## src/rtl/oddr_lane_serializer.sv

```systemverilog
`default_nettype none
// ============================================================================
// Module   : oddr_lane_serializer
// Purpose  : Multi-lane SDR/DDR pad serializer with word-pair FIFO, OE and
//            underrun flag. Optional underrun counter: ODDR_UNDERRUN_CNT_EN.
// Revision : 1.0 - initial release
// ============================================================================
module oddr_lane_serializer #(
  parameter int   WIDTH    = 8,
  parameter int   DEPTH    = 4,
  parameter logic IDLE_VAL = 1'b1
) (
  input  logic             C,
  input  logic             R,
  input  logic             CE,
  input  logic             ddr_mode,
  input  logic             in_valid,
  output logic             in_ready,
  input  logic [WIDTH-1:0] in_d1,
  input  logic [WIDTH-1:0] in_d2,
  input  logic             in_last,
  output logic [WIDTH-1:0] Q,
  output logic             OE,
  output logic             busy,
  output logic             underrun,
  input  logic             clr_underrun,
  output logic [7:0]       underrun_cnt
);

  localparam int               c_AW   = $clog2(DEPTH);
  localparam int               c_CW   = c_AW + 1;
  localparam logic [c_CW-1:0]  c_FULL = c_CW'(DEPTH);
  localparam logic [WIDTH-1:0] c_IDLE = {WIDTH{IDLE_VAL}};

  typedef enum logic [0:0] {
    ST_IDLE   = 1'b0,
    ST_STREAM = 1'b1
  } state_t;

  state_t r_state;
  state_t w_state_nxt;

  logic [WIDTH-1:0] r_mem_d1   [DEPTH];
  logic [WIDTH-1:0] r_mem_d2   [DEPTH];
  logic             r_mem_last [DEPTH];
  logic [c_AW-1:0]  r_wr_ptr;
  logic [c_AW-1:0]  r_rd_ptr;
  logic [c_CW-1:0]  r_count;
  logic [c_CW-1:0]  w_count_nxt;
  logic             r_in_ready;

  logic [WIDTH-1:0] r_pos;
  logic [WIDTH-1:0] r_neg;
  logic             r_oe;
  logic             r_last_popped;
  logic             r_underrun;

  logic w_push;
  logic w_pop;
  logic w_empty;
  logic w_load_word;
  logic w_load_idle;
  logic w_oe_nxt;
  logic w_urun;

  assign w_empty = (r_count == '0);
  assign w_push  = CE & in_valid & r_in_ready;

  // FSM next-state / control
  always_comb begin
    w_state_nxt = r_state;
    w_pop       = 1'b0;
    w_load_word = 1'b0;
    w_load_idle = 1'b0;
    w_oe_nxt    = r_oe;
    w_urun      = 1'b0;
    case (r_state)
      ST_IDLE: begin
        if (!w_empty) begin
          w_pop       = 1'b1;
          w_load_word = 1'b1;
          w_oe_nxt    = 1'b1;
          w_state_nxt = ST_STREAM;
        end else begin
          w_load_idle = 1'b1;
          w_oe_nxt    = 1'b0;
        end
      end
      ST_STREAM: begin
        if (r_last_popped) begin
          w_load_idle = 1'b1;
          w_oe_nxt    = 1'b0;
          w_state_nxt = ST_IDLE;
        end else if (!w_empty) begin
          w_pop       = 1'b1;
          w_load_word = 1'b1;
        end else begin
          w_load_idle = 1'b1;
          w_urun      = 1'b1;
        end
      end
      default: begin
        w_load_idle = 1'b1;
        w_oe_nxt    = 1'b0;
        w_state_nxt = ST_IDLE;
      end
    endcase
  end

  always_comb begin
    w_count_nxt = r_count;
    if (w_push && !w_pop)
      w_count_nxt = r_count + 1'b1;
    else if (!w_push && w_pop)
      w_count_nxt = r_count - 1'b1;
  end

  // Storage carries no reset; validity is tracked by the pointers and count.
  always_ff @(posedge C) begin
    if (!R && w_push) begin
      r_mem_d1[r_wr_ptr]   <= in_d1;
      r_mem_d2[r_wr_ptr]   <= in_d2;
      r_mem_last[r_wr_ptr] <= in_last;
    end
  end

  always_ff @(posedge C) begin
    if (R) begin
      r_wr_ptr   <= '0;
      r_rd_ptr   <= '0;
      r_count    <= '0;
      r_in_ready <= 1'b1;
    end else if (CE) begin
      if (w_push) r_wr_ptr <= r_wr_ptr + 1'b1;
      if (w_pop)  r_rd_ptr <= r_rd_ptr + 1'b1;
      r_count    <= w_count_nxt;
      r_in_ready <= (w_count_nxt != c_FULL);
    end
  end

  always_ff @(posedge C) begin
    if (R) begin
      r_state       <= ST_IDLE;
      r_pos         <= c_IDLE;
      r_neg         <= c_IDLE;
      r_oe          <= 1'b0;
      r_last_popped <= 1'b0;
    end else if (CE) begin
      r_state <= w_state_nxt;
      r_oe    <= w_oe_nxt;
      if (w_load_word) begin
        // ddr_mode is captured per word, here at pop time
        r_pos         <= r_mem_d1[r_rd_ptr];
        r_neg         <= ddr_mode ? r_mem_d2[r_rd_ptr] : r_mem_d1[r_rd_ptr];
        r_last_popped <= r_mem_last[r_rd_ptr];
      end else if (w_load_idle) begin
        r_pos         <= c_IDLE;
        r_neg         <= c_IDLE;
        r_last_popped <= 1'b0;
      end
    end
  end

  always_ff @(posedge C) begin
    if (R)
      r_underrun <= 1'b0;
    else if (CE) begin
      if (w_urun)
        r_underrun <= 1'b1;
      else if (clr_underrun)
        r_underrun <= 1'b0;
    end
  end

`ifdef ODDR_UNDERRUN_CNT_EN
  logic [7:0] r_urun_cnt;

  always_ff @(posedge C) begin
    if (R)
      r_urun_cnt <= 8'd0;
    else if (CE) begin
      if (clr_underrun)
        r_urun_cnt <= 8'd0;
      else if (w_urun && (r_urun_cnt != 8'hFF))
        r_urun_cnt <= r_urun_cnt + 8'd1;
    end
  end

  assign underrun_cnt = r_urun_cnt;
`else
  assign underrun_cnt = 8'd0;
`endif

  assign Q        = C ? r_pos : r_neg;
  assign OE       = r_oe;
  assign in_ready = r_in_ready;
  assign underrun = r_underrun;
  assign busy     = (r_state != ST_IDLE) | !w_empty;

endmodule
`default_nettype wire

```

## config.mk

```make
export PLATFORM = sky130hd
export DESIGN_NAME = oddr_lane_serializer
export DESIGN_NICKNAME = d
export VERILOG_FILES = /design/src/rtl/oddr_lane_serializer.sv
export SDC_FILE = /design/constraint.sdc
export NUM_CORES = 1
export LEC_CHECK = 0
export ABC_CLOCK_PERIOD_IN_PS = 2050
export CAP_MARGIN = 40
export CORE_ASPECT_RATIO = 1.2
export CORE_MARGIN = 5
export CORE_UTILIZATION = 48
export CTS_BUF_LIST = sky130_fd_sc_hd__clkbuf_4
export DETAILED_ROUTE_END_ITERATION = 10
export HOLD_SLACK_MARGIN = 0.06
export MAX_ROUTING_LAYER = met4
export PLACE_DENSITY = 0.69
export SKIP_CTS_REPAIR_TIMING = 1
export SYNTH_ARGS = -nofsm -noshare
export SYNTH_HDL_FRONTEND = slang
export SYNTH_SLANG_ARGS = --single-unit
export TNS_END_PERCENT = 5
```

## constraint.sdc

```tcl
create_clock -name C -period 2.05 [get_ports C]
set_input_delay 0.615 -clock C [delete_from_list [all_inputs] [get_ports C]]
set_output_delay 0.615 -clock C [all_outputs]
set_load 0.02 [all_outputs]
```

# --- Yosys cells after proc, flatten, opt, wreduce, memory -nomap -nowiden ---
# Memories as Yosys holds them, arrays and structs flattened. A register that Yosys moved wholly into a read port is not among the register bits.
# Cells that the tools add are included.
totals:
  regBits: 28
  mem_bits_rw: 68
  in_bits: 23
  out_inout_bits: 20
  elab_cells: 69
  n_memories: 3
mem_list:
  columns: ["memory", "depth", "width", "rd", "rd_clocked_by_memory_dff", "wr", "line", "rtl"]
  rows:
  - ["r_mem_d1", 4, 8, 1, 1, 1, "43", "logic [WIDTH-1:0] r_mem_d1 [DEPTH];"]
  - ["r_mem_d2", 4, 8, 1, 1, 1, "44", "logic [WIDTH-1:0] r_mem_d2 [DEPTH];"]
  - ["r_mem_last", 4, 1, 1, 1, 1, "45", "logic r_mem_last [DEPTH];"]
op_classes:
  addsub: 4
  n_eq_ne: 2
  mux: 31
  n_bitwise: 4
  reduce_logical: 15
op_table:
  columns: ["cell", "n"]
  rows:
  - ["$mux W8", 5]
  - ["$mux W1", 14]
  - ["$mux W2", 6]
  - ["$reduce_and A2 Y1", 5]
  - ["$pmux W1 S2", 4]
  - ["$mux W3", 2]
  - ["$add A2 B1 Y2 const B", 2]
  - ["$logic_not A1 Y1", 4]
  - ["$reduce_bool A2 Y1", 2]
  - ["$add A3 B1 Y3 const B", 1]
  - ["$logic_and A1 B1 Y1", 3]
  - ["$logic_not A3 Y1", 1]
  - ["$ne A3 B3 Y1 const B", 1]
  - ["$sub A3 B1 Y3 const B", 1]
  - ["$and A1 B1 Y1", 2]
  - ["$ne A2 B1 Y1 const B", 1]
  - ["$not A1 Y1", 1]
  - ["$or A1 B1 Y1", 1]

# --- Depth between registers and ports, before layout ---
# Gate-level depths: netlist (run 1).
depth:
  word_depth: 8
  ltp_mapped: 8
  depth_no_buf: 7

==> results of run 1 <==
-- metal layers --
metal	wire length [um]	global-route usage [%]
met1	3097	18.41
met2	3690	24.58
met4	212	10.37
met3	423	4.956
met5	0	-
-- logic make-up after synthesis --
kind of cell,share of synthesized area (%)
flip-flops,65.88
AND/OR/NAND/NOR,6.363
multiplexers,14.78
AO/OA/AOI/OAI,5.084
buffers and inverters,4.522
adder cells (fa/ha/maj),2.183
XOR/XNOR,1.092
other,0.09348
-- through the flow --
| step | cells | worst slack (ns) | power (mW) | instance area (um^2) | util, % |
|---|---|---|---|---|---|
| after floorplan | 271 | -0.05340 | 3.209 | 4063 | - |
| after global placement | 420 | -0.3862 | 3.416 | 4632 | 56.81 |
| after detailed placement | 420 | -0.3862 | 3.428 | 4632 | 56.81 |
| after CTS | 441 | -0.7589 | 4.747 | 4826 | 59.19 |
| after global routing | 441 | -0.2721 | 5.019 | 4841 | 59.38 |
| final | 441 | -0.2575 | 4.760 | 4841 | 59.38 |
-- cells in the final DEF, fill, tap and decap left out, drive strengths merged, types with 4 or more instances in the layout --
master / Yosys / layout
edfxtp: 68 / 68
buf: 15 / 34
dfxtp: 30 / 30
nand2: 28 / 28
clkdlybuf4s50: 0 / 22
mux4: 17 / 17
o22ai: 16 / 16
mux2: 16 / 16
clkbuf: 8 / 13
inv: 9 / 13
nor2: 9 / 9
and3: 8 / 8
conb: 1 / 8
a21oi: 7 / 7
ha: 7 / 7
xnor2: 4 / 4
-- power groups by stage --
stage	sequential, mW	combinational [mW]	clock [mW]
floorplan	2.32	0.621	0.271
global placement	2.32	0.897	0.203
detailed placement	2.32	0.905	0.203
CTS	2.28	0.910	1.56
global route	2.29	1.00	1.72
finish	2.28	0.911	1.57
-- state kept, by name, summed over array words and instances, names as in the netlist, 2 cells and up, named ones only --
| name | count |
|---|---|
| r_neg | 8 |
| r_count | 3 |
| r_mem_d1 | 32 |
| r_pos | 8 |
| r_wr_ptr | 2 |
| r_rd_ptr | 2 |
| r_mem_d2 | 32 |
| r_mem_last | 4 |
-- layout make-up --
type | count | area (um^2)
clock buffers | 22 | 178.9
clock inverters | 7 | 88.84
fillers | 609 | 3312
inverters | 9 | 33.78
multi-input cells | 141 | 1231
flip-flops and latches | 98 | 2645
well taps | 114 | 142.6
repair buffers | 50 | 520.5
-- worst max-delay path: stages --
cell and delay [ns]:
buf_8 0.10, buf_6 0.13, mux2_4 0.31, buf_6 0.13
-- worst paths after layout --
path,to,slack [ns],from,depth (start not counted)
max,Q[1],-0.26,C,4
min,underrun,0.46,underrun,2
max reg2reg,r_neg[7],0.27,register,5
min reg2reg,underrun,0.46,underrun,2
==> summary.txt, run 1 <==
Routing
  – Initial drt markers: roughly 120
  – DR vias/cell: about 5.2
  – Routed len/inst: roughly 17 um
  – Routed wire length: about 7.4 mm
  – DRC violations left: 0
  – Final ANT Viol Nets: 0
  – TritonRoute pass-1 iters: 6
  – DR vias: ~2300

STA
  – Worst hold margin: 0.4611 ns
  – Final Hold Vio Count: 0
  – Fin worst setup slack: -0.2575 ns
  – Setup Skew: 0.01346 ns
  – Post-Route Setup TNS: -1.940 ns
  – Max-slew violation count: 0
  – Setup-failing EPs final: 9
  – RSZ-0062 raised after global routing: true

GRT
  – Gr usage total: 16.07%
  – Initial antenna violation count: 0
  – Vias in the first global route: between 2000 and 2500
  – Largest net degree at the start of global routing: 20
  – Grt ovf: 0
  – Global-route wire length before repair: 11.72 mm

Synth
  – Area contributors post-synth: edfxtp_1 51%, dfxtp_1 15%, mux4_1 5.2%, mux4_2 5.1%, mux2_2 4.5%
  – Post-synth EDFFs: 68
  – Synth area leader: edfxtp_1
  – Synth warn: 0
  – FF+latch count, synth: between 90 and 100
  – Post-synth top cells: 68 x edfxtp_1, 30 x dfxtp_1, 28 x nand2_1, 16 x mux2_2, 15 x o22ai_1
  – Syn avg cell area: about 15 um^2
  – Top FF cell, synth: edfxtp_1
  – Synth top area share: approximately 51%
  – Most frequent cell after synthesis: edfxtp_1
  – Cell variety after synth: 36
  – Cell Area, Synth: roughly 0.004 mm^2
  – Cell count after synthesis: about 260
  – Sequential element share of the synthesized area: 65.88%
  – Post-synth ARST share: 0%

Flow run
  – Max Cap Viol: 0

Power and ir drop
  – Gate power share: a little under a fifth
  – Net Sw Frac: 28.77%
  – VDD IR max: 395.8 uV
  – Net Switching: between 1 and 1.5 mW
  – Leak: between 1.5 and 2 nW
  – Flop pwr share: a little under half
  – Clk pwr share: 32.9%
  – Power Dens Cells: 983.4 mW/mm^2
  – Internal power: 3.391 mW

Status
  – Status: finished, violations left
  – Violated checks: setup timing

Place
  – # port buffers: 34
  – RePlAce Congestion: around 0.84
  – Placed wire-length estimate: 4.810 mm

Floorplanning
  – Starting density of the core: 49.20%
  – I/O pin total: 43
  – Die area: 0.01029 mm^2
  – DIE HEIGHT: 110.1 um
  – Row count: 36
  – Die width: 93.45 um
  – Core footprint: between 0.008 and 0.009 mm^2

Setup path
  – Setup crit end kind: output pin
  – WP data arrival: ~1.7 ns
  – Worst Path Class, Setup: clock port to output pin
  – Startpoint type of the worst setup path: clock port
  – CP Data Required Time: ~1.4 ns
  – Max FO, Critical Path: 5

Finish
  – Diode count: 0
  – Ratio of cells with drive above 1 in the final layout: 26.30%
  – Nets@finish: about 350
  – Layout overhead on the synthesized area: 20.68%

Clocking
  – Worst-path clk slew: 0.15 ns
  – Clock latency on the worst-skew pair: approximately 0.55 ns
  – TritonCTS clock tree: built

Hold path
  – Hold WC Path Type: register to register
Note: power is estimated with default switching activity, not from simulation.
==> run 2: changes to the inputs <==
--- a/config.mk
+++ b/config.mk
@@ -13,7 +13,6 @@
 export CTS_BUF_LIST = sky130_fd_sc_hd__clkbuf_4
 export DETAILED_ROUTE_END_ITERATION = 10
 export HOLD_SLACK_MARGIN = 0.06
-export MAX_ROUTING_LAYER = met4
 export PLACE_DENSITY = 0.69
 export SKIP_CTS_REPAIR_TIMING = 1
 export SYNTH_ARGS = -nofsm -noshare
==> summary.txt, run 2 (same netlist as run 1, synthesis figures left out) <==
STA
  – Setup-failing EPs final: 9 (unchanged)
  – Worst hold margin: 0.4611 ns (-0.000004000 ns)
  – RSZ-0062 raised after global routing: true
  – Final Hold Vio Count: 0 (unchanged)
  – Fin worst setup slack: -0.2572 ns (+0.0003470 ns)
  – Setup Skew: 0.01547 ns (+0.002015 ns)
  – Max-slew violation count: 0 (unchanged)
  – Post-Route Setup TNS: -1.941 ns (-0.0004600 ns)

Finish
  – Fin area: 0.004841 mm^2 (unchanged)
  – Ratio of cells with drive above 1 in the final layout: 26.30% (unchanged)
  – Nets@finish: 351 (unchanged)
  – Most frequent cells in the layout: 68 x edfxtp_1, 28 x dfxtp_1, 28 x nand2_1
  – Top flop regs: r_mem_d1: 32 flops, r_mem_d2: 32 flops
  – Diode count: 0 (unchanged)
  – Commonest non-fill, non-tap cell in the layout: edfxtp_1
  – Layout overhead on the synthesized area: 20.68% (unchanged)

GRT
  – Initial antenna violation count: 0 (unchanged)
  – Global-route wire length before repair: 11.74 mm (+0.17%)
  – Gr usage total: 15.66% (-0.41 points)
  – Largest net degree at the start of global routing: 20 (unchanged)
  – Grt ovf: 0 (unchanged)
  – Vias in the first global route: 2360 (-0.42%)

Power and ir drop
  – Net Switching: 1.376 mW (+0.48%)
  – Gate power share: 19.1% (about the same)
  – Power Dens Cells: 984.7 mW/mm^2 (+0.14%)
  – Leak: 1.723 nW (unchanged)
  – Overall power: 4.767 mW (+0.14%)
  – VDD IR max: 399.0 uV (+0.82%)
  – Flop pwr share: 47.9% (about the same)
  – Clk pwr share: 33.0% (about the same)
  – Net Sw Frac: 28.87% (+0.097 points)
  – Internal power: 3.391 mW (about the same)

Routing
  – DR vias/cell: 5.204 (-0.13%)
  – Final ANT Viol Nets: 0 (unchanged)
  – DR vias: 2295 (-0.13%)
  – Initial drt markers: 129 (+4.9%)
  – DRC violations left: 0 (unchanged)
  – TritonRoute pass-1 iters: 6 (unchanged)
  – Routed len/inst: 16.85 um (about the same)
  – Routed wire length: 7.430 mm (about the same)

Setup path
  – Crit. path cell count: 4 (unchanged)
  – Worst Path Buf+Inv: 3 (unchanged)
  – Critical R2R Capture: r_neg[7]
  – Startpoint type of the worst setup path: clock port
  – Worst reg-to-reg path cell count: 5 (unchanged)
  – Worst R2R Setup Slack: 0.28 ns (about the same)
  – Worst Setup SP: C
  – Critical path cell sequence: buf_8, buf_6, mux2_4, buf_6
  – Critical path's largest stage delay: 0.31 ns (about the same)
  – Crit path top cell by count: buf_6
  – Max FO, Critical Path: 5 (unchanged)
  – CP Data Required Time: 1.43 ns (about the same)
  – Worst path top cell family by delay: buffers and inverters
  – Worst setup endpoint: Q[1]
  – WP data arrival: 1.69 ns (about the same)
  – Slowest-stage cell, CP: mux2_4
  – Worst Path Class, Setup: clock port to output pin
  – Setup crit end kind: output pin

Floorplanning
  – Starting density of the core: 49.20% (unchanged)
  – Core footprint: 0.008153 mm^2 (unchanged)
  – DIE HEIGHT: 110.1 um (unchanged)
  – I/O pin total: 43 (unchanged)
  – Row count: 36 (unchanged)
  – Die width: 93.45 um (unchanged)
  – Die area: 0.01029 mm^2 (unchanged)

Flow run
  – Max Cap Viol: 0 (unchanged)

Hold path
  – Worst Hold Depth: 2 (unchanged)
  – Hold WC Path Type: register to register

Place
  – # port buffers: 34 (unchanged)
  – Post-place instance area: 0.004632 mm^2 (unchanged)
  – Place WS: -0.3862 ns (unchanged)
  – RePlAce Congestion: 0.8246 (-1.5%)
  – Placed wire-length estimate: 4.810 mm (unchanged)

Clocking
  – Clock latency on the worst-skew pair: 0.55 ns (about the same)
  – TritonCTS clock tree: built
  – Worst-path clk slew: 0.15 ns (about the same)

Status
  – Status: finished, violations left
  – Violated checks: setup timing
run 2: cell counts in the layout (fill, tap and decap cells not counted):
Identical to the previous run, type by type.
run 2: cell type report:
cell class,instances,area [um^2]
clock buffer,22,178.9
clock inverter,7,88.84
fill,609,3312
inverter,9,33.78
multi-input combinational,141,1231
sequential,98,2645
tap,114,142.6
timing repair buffer,50,520.5
run 2: routing by layer:
metal | share of wire, % | GRT usage, % | vias up | wire [um]
met1 | 42 | 18.59 | 1111 | 3113
met2 | 49 | 24.43 | 63 | 3656
li1 | - | - | 1102 | -
met3 | 6.0 | 5.092 | 19 | 447
met5 | 0 | 0 | - | 0
met4 | 2.9 | 10.37 | 0 | 212
run 2: worst min-delay path by stage:
stage                     startpoint       end  slack, ns
after detailed placement    underrun  underrun       0.45
after CTS                   underrun  underrun       0.47
after floorplan             r_pos[1]  r_pos[1]       0.45
after global placement      underrun  underrun       0.44
after global routing              OE        OE       0.50
final                       underrun  underrun       0.46
run 2: power groups by stage:
stage          clock network, mW  registers [mW]  logic, mW
6_report                    1.57            2.28      0.910
5_1_grt                     1.73            2.29       1.00
4_1_cts                     1.56            2.28      0.910
3_5_place_dp               0.203            2.32      0.905
3_3_place_gp               0.203            2.32      0.897
2_1_floorplan              0.271            2.32      0.621
run 2: worst min-delay path, cell delays in order, from the launching register on:
cell     delay, ns
dfxtp_1       0.33
nand2_1       0.05
a21oi_1       0.05
run 2: through the flow:
| step | std cells | utilization [%] |
|---|---|---|
| after floorplan | 271 | - |
| after global placement | 420 | 56.81 |
| after detailed placement | 420 | 56.81 |
| after CTS | 441 | 59.19 |
| after global routing | 441 | 59.38 |
| final | 441 | 59.38 |
==> run 3: changes to the inputs <==
--- a/config.mk
+++ b/config.mk
@@ -8,7 +8,6 @@
 export ABC_CLOCK_PERIOD_IN_PS = 2050
 export CAP_MARGIN = 40
 export CORE_ASPECT_RATIO = 1.2
-export CORE_MARGIN = 5
 export CORE_UTILIZATION = 48
 export CTS_BUF_LIST = sky130_fd_sc_hd__clkbuf_4
 export DETAILED_ROUTE_END_ITERATION = 10
==> summary.txt, run 3 (same netlist as run 1, synthesis figures left out) <==
Floorplanning
  – Die width: 85.45 um (-8.6%)
  – Row count: 36 (unchanged)
  – Die area: 0.008728 mm^2 (-15%)
  – DIE HEIGHT: 102.1 um (-7.3%)
  – Core footprint: 0.008108 mm^2 (-0.55%)
  – Starting density of the core: 49.48% (+0.27 points)
  – I/O pin total: 43 (unchanged)

Power and ir drop
  – Leak: 1.684 nW (-2.3%)
  – VDD IR max: 451.9 uV (+13%)
  – Power Dens Cells: 974.8 mW/mm^2 (-1.0%)

Routing
  – Initial drt markers: 109 (-16%)
  – Final ANT Viol Nets: 0 (unchanged)
  – DR vias: 2271 (-1.0%)
  – DR vias/cell: 5.446 (+4.6%)
  – Routed wire length: 7.198 mm (-3.1%)
  – TritonRoute pass-1 iters: 4 (-2)
  – Routed len/inst: 17.26 um (+2.5%)
  – DRC violations left: 0 (unchanged)

STA
  – Max-slew violation count: 0 (unchanged)
  – Setup-failing EPs final: 9 (unchanged)
  – Fin worst setup slack: -0.2647 ns (-0.007541 ns)
  – Worst hold margin: 0.4604 ns (-0.0006770 ns)
  – Setup Skew: 0.01633 ns (+0.0008514 ns)
  – Final Hold Vio Count: 0 (unchanged)
  – RSZ-0062 raised after global routing: true
  – Post-Route Setup TNS: -2.098 ns (-0.1576 ns)

Setup path
  – Worst Path Class, Setup: clock port to output pin
  – WP data arrival: 1.70 ns (about the same)
  – Max FO, Critical Path: 5 (unchanged)
  – CP Data Required Time: 1.43 ns (about the same)
  – Setup crit end kind: output pin
  – Startpoint type of the worst setup path: clock port
  – Worst R2R Setup Slack: 0.24 ns (-0.04 ns)

Flow run
  – Max Cap Viol: 0 (unchanged)

Place
  – # port buffers: 34 (unchanged)
  – Post-place instance area: 0.004546 mm^2 (-1.9%)
  – Placed wire-length estimate: 4.539 mm (-5.6%)
  – RePlAce Congestion: 0.7752 (-6.0%)

Finish
  – Sequential cell area: 0.002644 mm^2 (about the same)
  – Commonest non-fill, non-tap cell in the layout: edfxtp_1
  – Most frequent cells in the layout: 68 x edfxtp_1, 29 x dfxtp_1, 28 x nand2_1
  – Nets@finish: 346 (-1.4%)
  – Final core utilization: 58.40% (-0.98 points)
  – Area occupied by multi-input gates: 0.001227 mm^2 (-0.30%)
  – Top flop regs: r_mem_d1: 32 flops, r_mem_d2: 32 flops
  – Diode count: 0 (unchanged)
  – Layout overhead on the synthesized area: 18.03%
  – Fin area: 0.004735 mm^2 (-2.2%)
  – Number of fill cells: 648 (+6.4%)
  – Ratio of cells with drive above 1 in the final layout: 23.91% (-2.4 points)

Clocking
  – Clock latency on the worst-skew pair: 0.56 ns (about the same)
  – TritonCTS clock tree: built
  – Worst-path clk slew: 0.15 ns (about the same)

GRT
  – Gr usage total: 18.17% (+2.5 points)
  – Largest net degree at the start of global routing: 30 (+50%)
  – Vias in the first global route: 2362 (+0.085%)
  – Grt ovf: 0 (unchanged)
  – Global-route wire length before repair: 11.45 mm (-2.5%)
  – Initial antenna violation count: 0 (unchanged)

Status
  – Status: finished, violations left
  – Violated checks: setup timing

Hold path
  – Hold WC Path Type: register to register
[run 3: cell count changes in the layout (fill, tap and decap cells not counted), moves of 2 or more]
cell and delta:
inv_2 -2, clkinvlp_4 +2, buf_4 -4, inv_1 +2
buf_12 -2, buf_2 -2, clkbuf_2 +2
[run 3: cell type report]
type                            instances  area share [%]
Clock buffer                           22           3.911
Clock inverter                          7           1.480
Inverter                                9          0.7135
Multi-Input combinational cell        141           25.93
Sequential cell                        98           55.84
Tap cell                               95           2.511
Timing Repair Buffer                   45           9.619
[run 3: worst paths after layout]
| check | start | to | cells past startpoint |
|---|---|---|---|
| max | C | Q[1] | 4 |
| min | OE | OE | 2 |
| max reg2reg | r_count[0] | in_ready | 8 |
| min reg2reg | OE | OE | 2 |
[run 3: metal layers]
layer / routed length, um / part of all wire [%] / vias to the layer above / track usage [%]
li1: - / - / 1087 / -
met1: 3090 / 43 / 1106 / 21.24
met2: 3568 / 50 / 64 / 28.74
met3: 417 / 5.8 / 14 / 5.735
met4: 121 / 1.7 / 0 / 12.82
met5: 0 / 0 / - / 0
[run 3: critical path, stage by stage]
cell    delay, ns
buf_8        0.10
buf_6        0.12
mux2_4       0.31
buf_6        0.13
[run 3: power breakdown]
part | total, mW | internal, mW | switching [mW]
clock network | 1.48 | 0.579 | 0.903
registers | 2.28 | 2.22 | 0.0591
logic | 0.854 | 0.432 | 0.422
[run 3: through the flow]
step	power, mW	std cells	setup WS [ns]
finish	4.615	417	-0.2647
detailed placement	3.392	396	-0.3862
global route	4.865	417	-0.2886
global placement	3.377	396	-0.3862
CTS	4.608	417	-0.7672
floorplan	3.209	271	-0.05340
